==> src/rtl/turn_scheduler_if.sv <==
// Turn scheduler handshake bundle.
// Groups the player/compare/win-check inputs and the turn/strobe outputs of turn_scheduler.
//   new_game, btn, card_valid, card_match, win : game-side inputs to the scheduler
//   T, pick, advance, busy, game_over, winner  : registered scheduler outputs
// master: drives the inputs (board glue or testbench); slave: the scheduler itself.
interface turn_scheduler_if;
  logic       new_game;
  logic       btn;
  logic       card_valid;
  logic       card_match;
  logic       win;
  logic [1:0] T;
  logic       pick;
  logic       advance;
  logic       busy;
  logic       game_over;
  logic [1:0] winner;

  modport master (
    output new_game, btn, card_valid, card_match, win,
    input  T, pick, advance, busy, game_over, winner
  );

  modport slave (
    input  new_game, btn, card_valid, card_match, win,
    output T, pick, advance, busy, game_over, winner
  );
endinterface

==> src/rtl/turn_scheduler.sv <==
// Turn scheduler: game-flow controller for the Chicken Cha-Cha-Cha board.
// Owns the turn register T and sequences each move:
//   button pick -> card compare -> advance or pass turn -> win check -> game over.
// Ports:
//   clk  : system clock, rising edge
//   rst  : asynchronous reset, active low
//   bus  : turn_scheduler_if.slave
//          in : new_game (start from IDLE/WON), btn (debounced pick button, rising edge used),
//               card_valid / card_match (compare result), win (sampled in CHECK only)
//          out: T (current player), pick / advance (1-cycle strobes), busy, game_over, winner
// All outputs are registered.
module turn_scheduler #(
  parameter int unsigned NUM_PLAYERS = 4,
  parameter int unsigned EVAL_TMO    = 255,
  parameter int unsigned TMO_W       = 8
) (
  input logic             clk,
  input logic             rst,
  turn_scheduler_if.slave bus
);

  typedef enum logic [2:0] {
    StIdle  = 3'd0,
    StWait  = 3'd1,
    StEval  = 3'd2,
    StAdv   = 3'd3,
    StCheck = 3'd4,
    StPass  = 3'd5,
    StWon   = 3'd6
  } state_e;

  localparam logic [1:0]       LastPlayer = 2'(NUM_PLAYERS - 1);
  // Counter value on the last EVAL cycle before a forced pass.
  localparam logic [TMO_W-1:0] TmoLast    = TMO_W'(EVAL_TMO - 1);

  state_e           state_q;
  logic             btn_q;
  logic [TMO_W-1:0] tmo_q;
  logic [1:0]       t_q;
  logic [1:0]       winner_q;
  logic             pick_q;
  logic             advance_q;
  logic             busy_q;
  logic             game_over_q;
  logic             btn_rise;

  assign btn_rise = bus.btn & ~btn_q;

  always_ff @(posedge clk or negedge rst) begin
    if (!rst) begin
      state_q     <= StIdle;
      btn_q       <= 1'b0;
      tmo_q       <= '0;
      t_q         <= 2'd0;
      winner_q    <= 2'd0;
      pick_q      <= 1'b0;
      advance_q   <= 1'b0;
      busy_q      <= 1'b0;
      game_over_q <= 1'b0;
    end else begin
      btn_q     <= bus.btn;
      // Strobes default low so each lasts exactly one cycle.
      pick_q    <= 1'b0;
      advance_q <= 1'b0;
      case (state_q)
        StIdle: begin
          if (bus.new_game) begin
            state_q  <= StWait;
            t_q      <= 2'd0;
            winner_q <= 2'd0;
          end
        end
        StWait: begin
          if (btn_rise) begin
            state_q <= StEval;
            pick_q  <= 1'b1;
            busy_q  <= 1'b1;
            tmo_q   <= '0;
          end
        end
        StEval: begin
          // A valid compare result takes priority over the timeout on the same cycle.
          if (bus.card_valid) begin
            if (bus.card_match) begin
              state_q   <= StAdv;
              advance_q <= 1'b1;
            end else begin
              state_q <= StPass;
              busy_q  <= 1'b0;
            end
          end else if (tmo_q == TmoLast) begin
            state_q <= StPass;
            busy_q  <= 1'b0;
          end else begin
            tmo_q <= tmo_q + 1'b1;
          end
        end
        StAdv: begin
          state_q <= StCheck;
        end
        StCheck: begin
          busy_q <= 1'b0;
          if (bus.win) begin
            state_q     <= StWon;
            winner_q    <= t_q;
            game_over_q <= 1'b1;
          end else begin
            state_q <= StWait;
          end
        end
        StPass: begin
          state_q <= StWait;
          t_q     <= (t_q == LastPlayer) ? 2'd0 : t_q + 2'd1;
        end
        StWon: begin
          if (bus.new_game) begin
            state_q     <= StWait;
            t_q         <= 2'd0;
            game_over_q <= 1'b0;
          end
        end
        default: begin
          state_q     <= StIdle;
          busy_q      <= 1'b0;
          game_over_q <= 1'b0;
        end
      endcase
    end
  end

  assign bus.T         = t_q;
  assign bus.pick      = pick_q;
  assign bus.advance   = advance_q;
  assign bus.busy      = busy_q;
  assign bus.game_over = game_over_q;
  assign bus.winner    = winner_q;

endmodule

==> src/flat_wrapper.sv <==
// flat-port wrapper written by rule: the top's interface ports become plain ports
module turn_scheduler_flat 
#(
  parameter int unsigned NUM_PLAYERS = 4,
  parameter int unsigned EVAL_TMO    = 255,
  parameter int unsigned TMO_W       = 8
)
  (clk, rst, bus_new_game, bus_btn, bus_card_valid, bus_card_match, bus_win, bus_T, bus_pick, bus_advance, bus_busy, bus_game_over, bus_winner);
  turn_scheduler_if bus_i ();
  input logic clk;
  input logic rst;
  input wire logic [$bits(bus_i.new_game)-1:0] bus_new_game;
  input wire logic [$bits(bus_i.btn)-1:0] bus_btn;
  input wire logic [$bits(bus_i.card_valid)-1:0] bus_card_valid;
  input wire logic [$bits(bus_i.card_match)-1:0] bus_card_match;
  input wire logic [$bits(bus_i.win)-1:0] bus_win;
  output wire logic [$bits(bus_i.T)-1:0] bus_T;
  output wire logic [$bits(bus_i.pick)-1:0] bus_pick;
  output wire logic [$bits(bus_i.advance)-1:0] bus_advance;
  output wire logic [$bits(bus_i.busy)-1:0] bus_busy;
  output wire logic [$bits(bus_i.game_over)-1:0] bus_game_over;
  output wire logic [$bits(bus_i.winner)-1:0] bus_winner;
  assign bus_i.new_game = bus_new_game;
  assign bus_i.btn = bus_btn;
  assign bus_i.card_valid = bus_card_valid;
  assign bus_i.card_match = bus_card_match;
  assign bus_i.win = bus_win;
  assign bus_T = bus_i.T;
  assign bus_pick = bus_i.pick;
  assign bus_advance = bus_i.advance;
  assign bus_busy = bus_i.busy;
  assign bus_game_over = bus_i.game_over;
  assign bus_winner = bus_i.winner;
  turn_scheduler #(.NUM_PLAYERS(NUM_PLAYERS), .EVAL_TMO(EVAL_TMO), .TMO_W(TMO_W)) u_core (.clk(clk), .rst(rst), .bus(bus_i));
endmodule
==> config.mk <==
export PLATFORM = sky130hd
export DESIGN_NAME = turn_scheduler_flat
export DESIGN_NICKNAME = d
export VERILOG_FILES = /design/src/rtl/turn_scheduler_if.sv /design/src/rtl/turn_scheduler.sv /design/src/flat_wrapper.sv
export SDC_FILE = /design/constraint.sdc
export NUM_CORES = 1
export LEC_CHECK = 0
export BUFFER_PORTS_ARGS = -buffer_cell sky130_fd_sc_hd__buf_2
export CAP_MARGIN = 20
export CORE_MARGIN = 4
export CORE_UTILIZATION = 40
export CTS_BUF_LIST = sky130_fd_sc_hd__clkbuf_16
export DETAILED_ROUTE_END_ITERATION = 16
export SETUP_SLACK_MARGIN = 0.1
export SLEW_MARGIN = 20
export SYNTH_ARGS = -nofsm -noshare
export SYNTH_HDL_FRONTEND = slang
export SYNTH_SLANG_ARGS = --single-unit
export TNS_END_PERCENT = 10
==> constraint.sdc <==
create_clock -name clk -period 2.45 [get_ports clk]
set_clock_uncertainty 0.15 [all_clocks]
set_input_delay 0.245 -clock clk [delete_from_list [all_inputs] [get_ports clk]]
set_output_delay 0.245 -clock clk [all_outputs]
set_load 0.01 [all_outputs]
==> flow_metrics.py, run 1 <==
metrics = {
    "routing": {
        "drc": 0,
        "postRouteAntennaNets": 0,
        "drt_iter0_drc": 49,
        "wl_per_cell_um": 14.6,
        "routed-via-count": 976,
        "first_pass_iters": 4,
        "routed_wl_um": 2460,
        "via_per_inst": 5.81,
    },
    "clocking": {
        "cts_tree": "built",
        "cts_buffers": 3,
        "clock-sinks": 20,
        "cts.path.max_buffers": 2,
        "clk_latency_ns": 0.25,
        "cts_htree_levels": 1,
        "post_cts_resized": 0,
        "cts_setup_buffers": 0,
        "cts-root-buf": "clkbuf_16",
        "clk_pin_slew_ns": 0.06,
    },
    "pwr": {
        "p_leak_nw": 0.633,
        "irDropWorstVdd_mv": 0.657,
        "cellPowerDensity_nw_per_um2": 1110,
    },
    "synth": {
        "synth_top_area_cell": "dfrtp_1",
        "syn_nets": 131,
        "synthFlopType": "dfrtp_1",
        "yosysMostFrequentCell": "dfrtp_1",
        "synth_cell_types": 38,
        "yosys-top-cells-area": "dfrtp_1, o21ai_0, a21oi_1",
        "syn_avg_cell_area_um2": 9.48,
        "netlist_top_cells_count": "dfrtp_1, o21ai_0, nand2_1",
        "synth_top_area_share_pct": 44.0,
        "synth_edf_count": 0,
        "syn_area_um2": 1140,
        "syn_inst": 120,
        "async_reset_ff_share_pct": 100,
        "yosys_register_bits": 20,
        "synth_seq_area_share_pct": 44.0,
        "yosysWarnings": 0,
    },
    "grt": {
        "grt_usage_pct": 15.1,
        "grt_pass1_wl_um": 4260,
        "grt_overflow": 0,
        "antenna_found_initial": 0,
        "grt_max_degree": 21,
        "grt_pass1_vias": 941,
    },
    "placed_design": {
        "gp_congestion": 0.805,
        "dp.cells": 162,
        "io_buffers": 14,
        "preCtsSetupSlack_ns": 0.327,
        "post_dp_cell_area_um2": 1240,
        "dp_hpwl_um": 1790,
    },
    "timing": {
        "final.setup.tns_ns": 0,
        "hold_viol": 0,
        "tightest_slew_ns": 0.463,
        "slew_viol_final": 0,
        "rsz0062_at_grt": "false",
        "fmax_ghz": 0.465,
        "worst_slack_ns": 0.301,
        "setup_violations": 0,
        "slew_headroom_pct": 69.1,
        "period_minus_slack_ns": 2.15,
        "period_share_pct": 87.7,
    },
    "floorplan": {
        "die-area_um2": 3760,
        "io_pins": 15,
        "dieWidth_um": 61.3,
        "design.core.area_um2": 2730,
        "fp.dieH_um": 61.3,
        "start_util_pct": 41.6,
        "row_count": 19,
    },
    "final_layout": {
        "nNetsFinal": 149,
        "final_cells": 168,
        "final_layout_size_suffix_gt1_share_pct": 16.1,
        "final_util_pct": 49.0,
        "diodes": 0,
        "area_growth_pct": 17.8,
        "final_area_um2": 1340,
        "nFillCells": 255,
    },
    "worst_setup_path": {
        "critPathLaunchType": "flop",
        "worstSetupEndpointType": "flop",
        "critPathRequiredTime_ns": 2.43,
        "crit_path_max_fanout": 11,
        "cp.arrival_ns": 2.13,
        "crit_type": "reg -> reg",
    },
    "status": {
        "status": "finished clean",
    },
    "worst_hold_path": {
        "hold_class": "in -> reg",
    },
    "flow_run": {
        "drv_cap": 0,
    },
}
logic make-up after synthesis:
kind of cell               count (synthesis)  synth area share [%]
AOI/OAI and AO/OA                         38                  22.3
xor gates and xnor gates                   1                 0.770
adders and majority gates                  5                  5.94
buffers and inverters                     11                  3.74
DFF                                       20                  44.0
muxes                                      2                  1.87
and+or+nand+nor                           43                  21.3
per-stage QoR:
stage / power (mW) / hold slack [ns]
floorplan: 0.981 / -0.201
global placement: 1.15 / 0.0729
detailed placement: 1.16 / 0.0800
finish: 1.49 / 0.203
global route: 1.63 / 0.222
CTS: 1.50 / 0.194
registers in the layout (all words and copies together) (netlist names):
register	count
u_core.bus.winner	2
u_core.bus.busy	1
u_core.state_q	3
u_core.bus.advance	1
u_core.bus.game_over	1
u_core.tmo_q	8
u_core.btn_q	1
u_core.bus.pick	1
u_core.bus.T	2
final timing paths:
check / from / endpoint / slack, ns / depth (start not counted)
setup / recovery: u_core.state_q[2] / u_core.tmo_q[4] / 0.30 / 4
hold / removal: bus_card_match / u_core.bus.advance / 0.20 / 3
setup reg to reg: u_core.state_q[2] / u_core.tmo_q[4] / 0.30 / 4
hold reg to reg: u_core.bus.busy / u_core.bus.busy / 0.34 / 1
max in group asynchronous: rst / u_core.tmo_q[4] / 1.50 / 2
min in group asynchronous: rst / u_core.bus.pick / 0.33 / 2
cell usage in the layout (no fill, tap or decap), drive strengths merged, types with 2 or more instances in the layout:
| cell type | n |
|---|---|
| a211o | 4 |
| a21oi | 8 |
| a31oi | 5 |
| and3 | 4 |
| buf | 16 |
| clkbuf | 3 |
| dfrtp | 20 |
| dlygate4sd3 | 2 |
| ha | 3 |
| inv | 6 |
| nand2 | 9 |
| nand2b | 3 |
| nand3 | 5 |
| nand3b | 2 |
| nor2 | 4 |
| nor2b | 6 |
| nor3 | 2 |
| nor3b | 2 |
| nor4 | 2 |
| nor4b | 2 |
| o21ai | 11 |
power breakdown:
part           internal [mW]  switching [mW]  leakage (nW)  total (mW)
clock network          0.217           0.117        0.0385       0.334
registers              0.431           0.115         0.263       0.546
logic                  0.272           0.337         0.331       0.609
total                  0.920           0.569         0.633        1.49
layer usage:
layer  GRT usage (%)  part of all wire [%]  vias to the layer above
met5               0                     0                        -
met4            3.72                  0.65                        0
met3            2.52                   3.5                        2
met2            26.7                    49                       18
met1            18.9                    47                      481
li1                -                     -                      475
critical path: stages, from the launching register on:
cell      delay, ns
dfrtp_1        0.49
or3b_1         0.51
a211oi_4       0.42
nor2_1         0.15
a211o_1        0.31
timing repair:
action,in CTS,in global routing
hold endpoints to repair,21,0
endpoints found under the setup margin,0,0
hold buffers,2,0
final cells by class:
type	instances	area [um2]	area share, %
clock buffers	3	75.1	5.60
clock inverters	1	3.75	0.280
repair buffers	18	105	7.84
multi-input cells	89	594	44.4
well taps	31	38.8	2.89
flip-flops and latches	20	500	37.3
inverters	6	22.5	1.68
(Power assumes the default switching activity.)
==> run 2: changes to the inputs <==
--- a/config.mk
+++ b/config.mk
@@ -5,6 +5,7 @@
 export SDC_FILE = /design/constraint.sdc
 export NUM_CORES = 1
 export LEC_CHECK = 0
+export ABC_AREA = 1
 export BUFFER_PORTS_ARGS = -buffer_cell sky130_fd_sc_hd__buf_2
 export CAP_MARGIN = 20
 export CORE_MARGIN = 4
==> run 2 against run 1 <==
  * Flip-flop and latch count stayed put
  * Clock power up 2%
  * Die area increased by 9.2%
  * Synthesized cell count rose by 22%
  * Sequential share of layout area shrank 2.8 points
  * Critical path type unchanged
==> flow_metrics.py, run 2 <==
metrics = {
    "status": {
        "status": "finished clean",
    },
    "final_layout": {
        "regMostFlops": "u_core.tmo_q",
        "diodes": 0,
        "area_growth_pct": 15.1,
        "nFillCells": 302,
        "layout_commonest_cell": "nand2_1",
        "largest_reg_flops": 8,
        "final_layout_size_suffix_gt1_share_pct": 25.2,
        "largestRegisters": "u_core.tmo_q: 8 flops, u_core.state_q: 3 flops",
        "final_cell_mix": "nand2_1, dfrtp_1, nand3_1, inv_1, buf_2",
        "nNetsFinal": 175,
    },
    "clocking": {
        "cts-root-buf": "clkbuf_16",
        "cts_buffers": 3,
        "clk_pin_slew_ns": 0.06,
        "cts_htree_levels": 1,
        "post_cts_resized": 0,
        "cts.path.max_buffers": 2,
        "clock-sinks": 20,
        "cts_setup_buffers": 0,
        "clk_latency_ns": 0.25,
        "cts_tree": "built",
        "ctsHoldBuffers": 2,
    },
    "floorplan": {
        "row_count": 20,
        "design.core.area_um2": 3030,
        "start_util_pct": 41.5,
        "io_pins": 15,
        "dieWidth_um": 64.1,
        "fp.dieH_um": 64.1,
        "die-area_um2": 4100,
    },
    "synth": {
        "synth_top_area_cell": "dfrtp_1",
        "syn_area_um2": 1260,
        "yosys_register_bits": 20,
        "async_reset_ff_share_pct": 100,
        "synth_top_area_share_pct": 39.8,
        "synthFlopType": "dfrtp_1",
        "syn_nets": 157,
        "synth_seq_area_share_pct": 39.8,
        "yosysMostFrequentCell": "nand2_1",
        "yosysWarnings": 0,
        "yosys-top-cells-area": "dfrtp_1, nand2_1, nand3_1",
        "netlist_top_cells_count": "nand2_1, dfrtp_1, nand3_1",
        "syn_avg_cell_area_um2": 8.61,
        "synth_edf_count": 0,
        "synth_cell_types": 27,
        "syn_inst": 146,
    },
    "placed_design": {
        "io_buffers": 14,
        "preCtsSetupSlack_ns": 0.698,
        "gp_congestion": 0.825,
        "dp_hpwl_um": 1920,
    },
    "worst_setup_path": {
        "worstSetupEndpointType": "flop",
        "critPathRequiredTime_ns": 2.45,
        "crit_type": "reg -> reg",
        "critPathMostFrequentCell": "nand2_1",
        "slowest_stage": "dfrtp_1",
        "crit_family": "flip-flops",
        "worstPathCellList": "inv_8 -> fa_1 -> nor2_1 -> nand3_1 -> nand2_1 -> nand2_1",
        "cp.arrival_ns": 1.76,
        "crit_path_max_fanout": 8,
        "critPathLaunchType": "flop",
        "slowest_delay_ns": 0.64,
        "crit_buf_inv": 1,
    },
    "routing": {
        "routed_wl_um": 2520,
        "first_pass_iters": 4,
        "drc": 0,
        "via_per_inst": 4.79,
        "wl_per_cell_um": 12.2,
        "postRouteAntennaNets": 0,
        "drt_iter0_drc": 39,
        "routed-via-count": 991,
    },
    "flow_run": {
        "drv_cap": 0,
    },
    "timing": {
        "slew_viol_final": 0,
        "setup_violations": 0,
        "period_share_pct": 71.8,
        "period_minus_slack_ns": 1.76,
        "hold_viol": 0,
        "whs_ns": 0.157,
        "worst_slack_ns": 0.691,
        "fmax_ghz": 0.568,
        "slew_headroom_pct": 67.7,
        "tightest_slew_ns": 0.484,
        "final.setup.tns_ns": 0,
        "rsz0062_at_grt": "false",
    },
    "grt": {
        "antenna_found_initial": 0,
        "grt_max_degree": 21,
        "grt_overflow": 0,
        "grt_pass1_vias": 1042,
        "grt_pass1_wl_um": 4600,
        "grt_usage_pct": 14.1,
    },
    "pwr": {
        "power_mw": 1.53,
        "intPower_mw": 0.865,
        "power_frac_seq_pct": 35.1,
        "swShare_pct": 43.6,
        "pwr-share-comb_pct": 42.7,
        "irDropWorstVdd_mv": 0.581,
        "p_switching_mw": 0.669,
        "cellPowerDensity_nw_per_um2": 1060,
        "p_leak_nw": 0.671,
        "pwr-share-clk_pct": 22.2,
    },
    "worst_hold_path": {
        "hold_class": "in -> reg",
    },
}
[run 2: cell count changes after synthesis, sizes merged, moves of 5 or more]
| cell | delta |
|---|---|
| nor2b | -6 |
| a31oi | -5 |
| nand3 | +16 |
| a21oi | -6 |
| inv | +11 |
| nand2 | +30 |
| o21ai | +9 |
| nor2 | +8 |
[run 2: cell type report]
class	instances	area, um2	area share (%)
clock inverters	1	3.75	0.259
inverters	17	76.3	5.27
flip-flops and latches	20	500	34.6
well taps	44	55.1	3.80
repair buffers	16	90.1	6.22
clock buffers	3	75.1	5.19
multi-input cells	106	647	44.7
[run 2: worst paths after layout]
path / start / slack [ns] / endpoint / depth (start not counted)
setup / recovery: u_core.state_q[2] / 0.69 / u_core.bus.busy / 6
hold reg to reg: u_core.bus.busy / 0.34 / u_core.bus.busy / 2
min in group asynchronous: rst / 0.33 / u_core.tmo_q[7] / 2
max in group asynchronous: rst / 1.50 / u_core.bus.T[1] / 2
setup reg to reg: u_core.state_q[2] / 0.69 / u_core.bus.busy / 6
hold / removal: bus_card_match / 0.16 / u_core.bus.advance / 3
[run 2: per-stage QoR]
stage          cells  util, %  area, um2
2_1_floorplan    146        -       1260
3_3_place_gp     201     44.5       1350
3_5_place_dp     201     44.5       1350
4_1_cts          207     47.8       1450
5_1_grt          207     47.8       1450
6_report         207     47.8       1450
[run 2: power groups by stage]
stage	Sequential (mW)	Clock [mW]	Combinational, mW
2_1_floorplan	0.471	0	0.618
5_1_grt	0.554	0.370	0.752
3_5_place_dp	0.543	0	0.659
4_1_cts	0.537	0.352	0.668
6_report	0.538	0.341	0.655
3_3_place_gp	0.537	0	0.654
[run 2: cell families (layout without fill, tap and decap cells)]
kind of cell    after synthesis  in the layout  share of synthesized area (%)
simple gates                 76             76                           34.3
compound gates               24             24                           11.1
flops                        20             20                           39.8
buf+inv                      20             37                           8.76
xor+xnor                      2              2                           1.39
fa+ha+maj                     4              4                           4.58
[run 2: per-layer routing]
metal | wire (um) | vias to the layer above | part of all wire [%] | track usage [%]
li1 | - | 511 | - | -
met1 | 1180 | 466 | 47 | 16.4
met2 | 1230 | 12 | 49 | 24.5
met3 | 93 | 2 | 3.7 | 4.04
met4 | 17 | 0 | 0.68 | 4.58
met5 | 0 | - | 0 | 0
[run 2: tightest hold or removal path, cell delays in order]
cell     delay (ns)
buf_2          0.10
nand3_1        0.10
nor2_1         0.07
==> run 3: changes to the inputs <==
==> constraint.sdc (replaced) <==
create_clock -name clk -period 1.6 [get_ports clk]
set_clock_uncertainty 0.15 [all_clocks]
set_input_delay 0.16 -clock clk [delete_from_list [all_inputs] [get_ports clk]]
set_output_delay 0.16 -clock clk [all_outputs]
set_load 0.01 [all_outputs]
==> run 3 against run 2 <==
  * Core utilization up 5.4 points
  * Via count up 3.6%
  * Die area unchanged
  * Wire length up 4.8%
  * Largest cell class unchanged
==> flow_metrics.py, run 3 (synthesis gave the netlist of run 2 again) <==
metrics = {
    "status": {
        "status": "finished clean",
    },
    "clocking": {
        "clock-sinks": 20,
        "cts.path.max_buffers": 2,
        "cts_tree": "built",
        "cts_buffers": 3,
        "cts-root-buf": "clkbuf_16",
        "clk_latency_ns": 0.25,
        "clk_pin_slew_ns": 0.06,
        "cts_htree_levels": 1,
    },
    "grt": {
        "antenna_found_initial": 0,
        "grt_usage_pct": 14.0,
        "grt_use_met1_pct": 16.7,
        "grt_pass1_vias": 1005,
        "grt_max_degree": 21,
        "grt_use_met2_pct": 24.3,
        "grt_pass1_wl_um": 4540,
        "grt_overflow": 0,
        "grt_most_used_layer": "met2",
        "use_met3_pct": 3.87,
    },
    "routing": {
        "drt_iter0_drc": 33,
        "first_pass_iters": 4,
        "wl_per_cell_um": 12.2,
        "drc": 0,
        "via_per_inst": 4.75,
        "postRouteAntennaNets": 0,
        "routed-via-count": 1027,
        "routed_wl_um": 2640,
    },
    "pwr": {
        "p_leak_nw": 0.729,
        "pwr-share-clk_pct": 19.2,
        "pwr-share-comb_pct": 53.5,
        "irDropWorstVdd_mv": 0.835,
        "power_frac_seq_pct": 27.4,
        "power_mw": 2.69,
        "swShare_pct": 43.2,
        "p_switching_mw": 1.16,
        "intPower_mw": 1.53,
        "cellPowerDensity_nw_per_um2": 1670,
    },
    "worst_setup_path": {
        "crit_type": "reg -> reg",
        "worstSetupEndpointType": "flop",
        "critPathRequiredTime_ns": 1.59,
        "cp.arrival_ns": 1.51,
        "critPathLaunchType": "flop",
        "crit_path_max_fanout": 2,
    },
    "floorplan": {
        "fp.dieH_um": 64.1,
        "io_pins": 15,
        "design.core.area_um2": 3030,
        "dieWidth_um": 64.1,
        "start_util_pct": 41.5,
        "row_count": 20,
        "die-area_um2": 4100,
    },
    "placed_design": {
        "io_buffers": 14,
        "gp_congestion": 0.853,
        "dp_hpwl_um": 2000,
    },
    "final_layout": {
        "largestRegisters": "u_core.tmo_q: 8 flops, u_core.state_q: 3 flops",
        "nFillCells": 302,
        "regMostFlops": "u_core.tmo_q",
        "nNetsFinal": 184,
        "area_growth_pct": 28.2,
        "final_cell_mix": "nand2_1, dfrtp_1, nand3_1, buf_2, inv_1",
        "layout_commonest_cell": "nand2_1",
        "largest_reg_flops": 8,
        "diodes": 0,
        "final_layout_size_suffix_gt1_share_pct": 37.8,
    },
    "flow_run": {
        "drv_cap": 0,
    },
    "timing": {
        "final.setup.tns_ns": 0,
        "slew_headroom_pct": 69.2,
        "whs_ns": 0.0833,
        "rsz0062_at_grt": "true",
        "period_minus_slack_ns": 1.51,
        "tightest_slew_ns": 0.462,
        "period_share_pct": 94.6,
        "setup_violations": 0,
        "hold_viol": 0,
        "slew_viol_final": 0,
        "fmax_ghz": 0.661,
    },
    "worst_hold_path": {
        "hold_class": "in -> reg",
    },
}
[run 3: cell count changes in the layout (fill, tap and decap cells not counted), moves of 2 or more]
cell     change
buf_4        +7
nand2_2      +3
nand3_2      +2
o21ai_0      -3
o21ai_2      +3
dfrtp_2      +2
dfrtp_1      -2
nand3_1      -3
nand2_1      -3
[run 3: timing repair]
item,4_1_cts,5_1_grt
hold buffers,2,0
buffers inserted,3,1
setup endpoints to repair,6,15
resized for setup,3,22
pin swaps,4,8
hold endpoints to repair,21,0
[run 3: metal layers]
layer / vias to the layer above / share of wire [%]
met5: - / 0
met4: 0 / 0.99
met3: 4 / 3.2
met2: 18 / 51
met1: 476 / 45
li1: 529 / -
[run 3: cell type report]
cell class / instances / area (um2) / share of cell area (%)
clock buffers: 3 / 75.1 / 4.66
multi-input cells: 106 / 719 / 44.6
inverters: 17 / 81.3 / 5.05
flip-flops and latches: 20 / 503 / 31.2
clock inverters: 1 / 3.75 / 0.233
well taps: 44 / 55.1 / 3.42
repair buffers: 25 / 174 / 10.8
[run 3: worst paths after layout]
kind / start / to / slack, ns / cells after the start
max: u_core.state_q[2] / u_core.bus.busy / 0.09 / 6
min: bus_win / u_core.bus.game_over / 0.08 / 3
max reg2reg: u_core.state_q[2] / u_core.bus.busy / 0.09 / 6
min reg2reg: u_core.bus.busy / u_core.bus.busy / 0.32 / 2
max in group asynchronous: rst / u_core.state_q[2] / 0.71 / 2
min in group asynchronous: rst / u_core.tmo_q[6] / 0.24 / 2
[run 3: power by group through the flow]
stage,Sequential (mW),Combinational [mW],Clock [mW]
2_1_floorplan,0.721,0.944,0
3_3_place_gp,0.725,1.22,0
3_5_place_dp,0.730,1.24,0
4_1_cts,0.727,1.31,0.523
5_1_grt,0.751,1.61,0.548
6_report,0.737,1.44,0.516
[run 3: worst max-delay path: stages (launching register included)]
cell,delay [ns]
dfrtp_2,0.44
inv_8,0.06
fa_1,0.42
nor2_2,0.14
nand3_1,0.09
nand2_1,0.06
nand2_1,0.04
[run 3: per-stage QoR]
step	setup slack [ns]	instances	util (%)	instance area (um2)
6_report	0.0867	216	53.2	1610
5_1_grt	-0.00864	216	53.2	1610
4_1_cts	0.0486	215	50.4	1530
3_5_place_dp	0.000798	206	46.2	1400
3_3_place_gp	0.00522	206	46.2	1400
2_1_floorplan	0.0881	146	-	1260
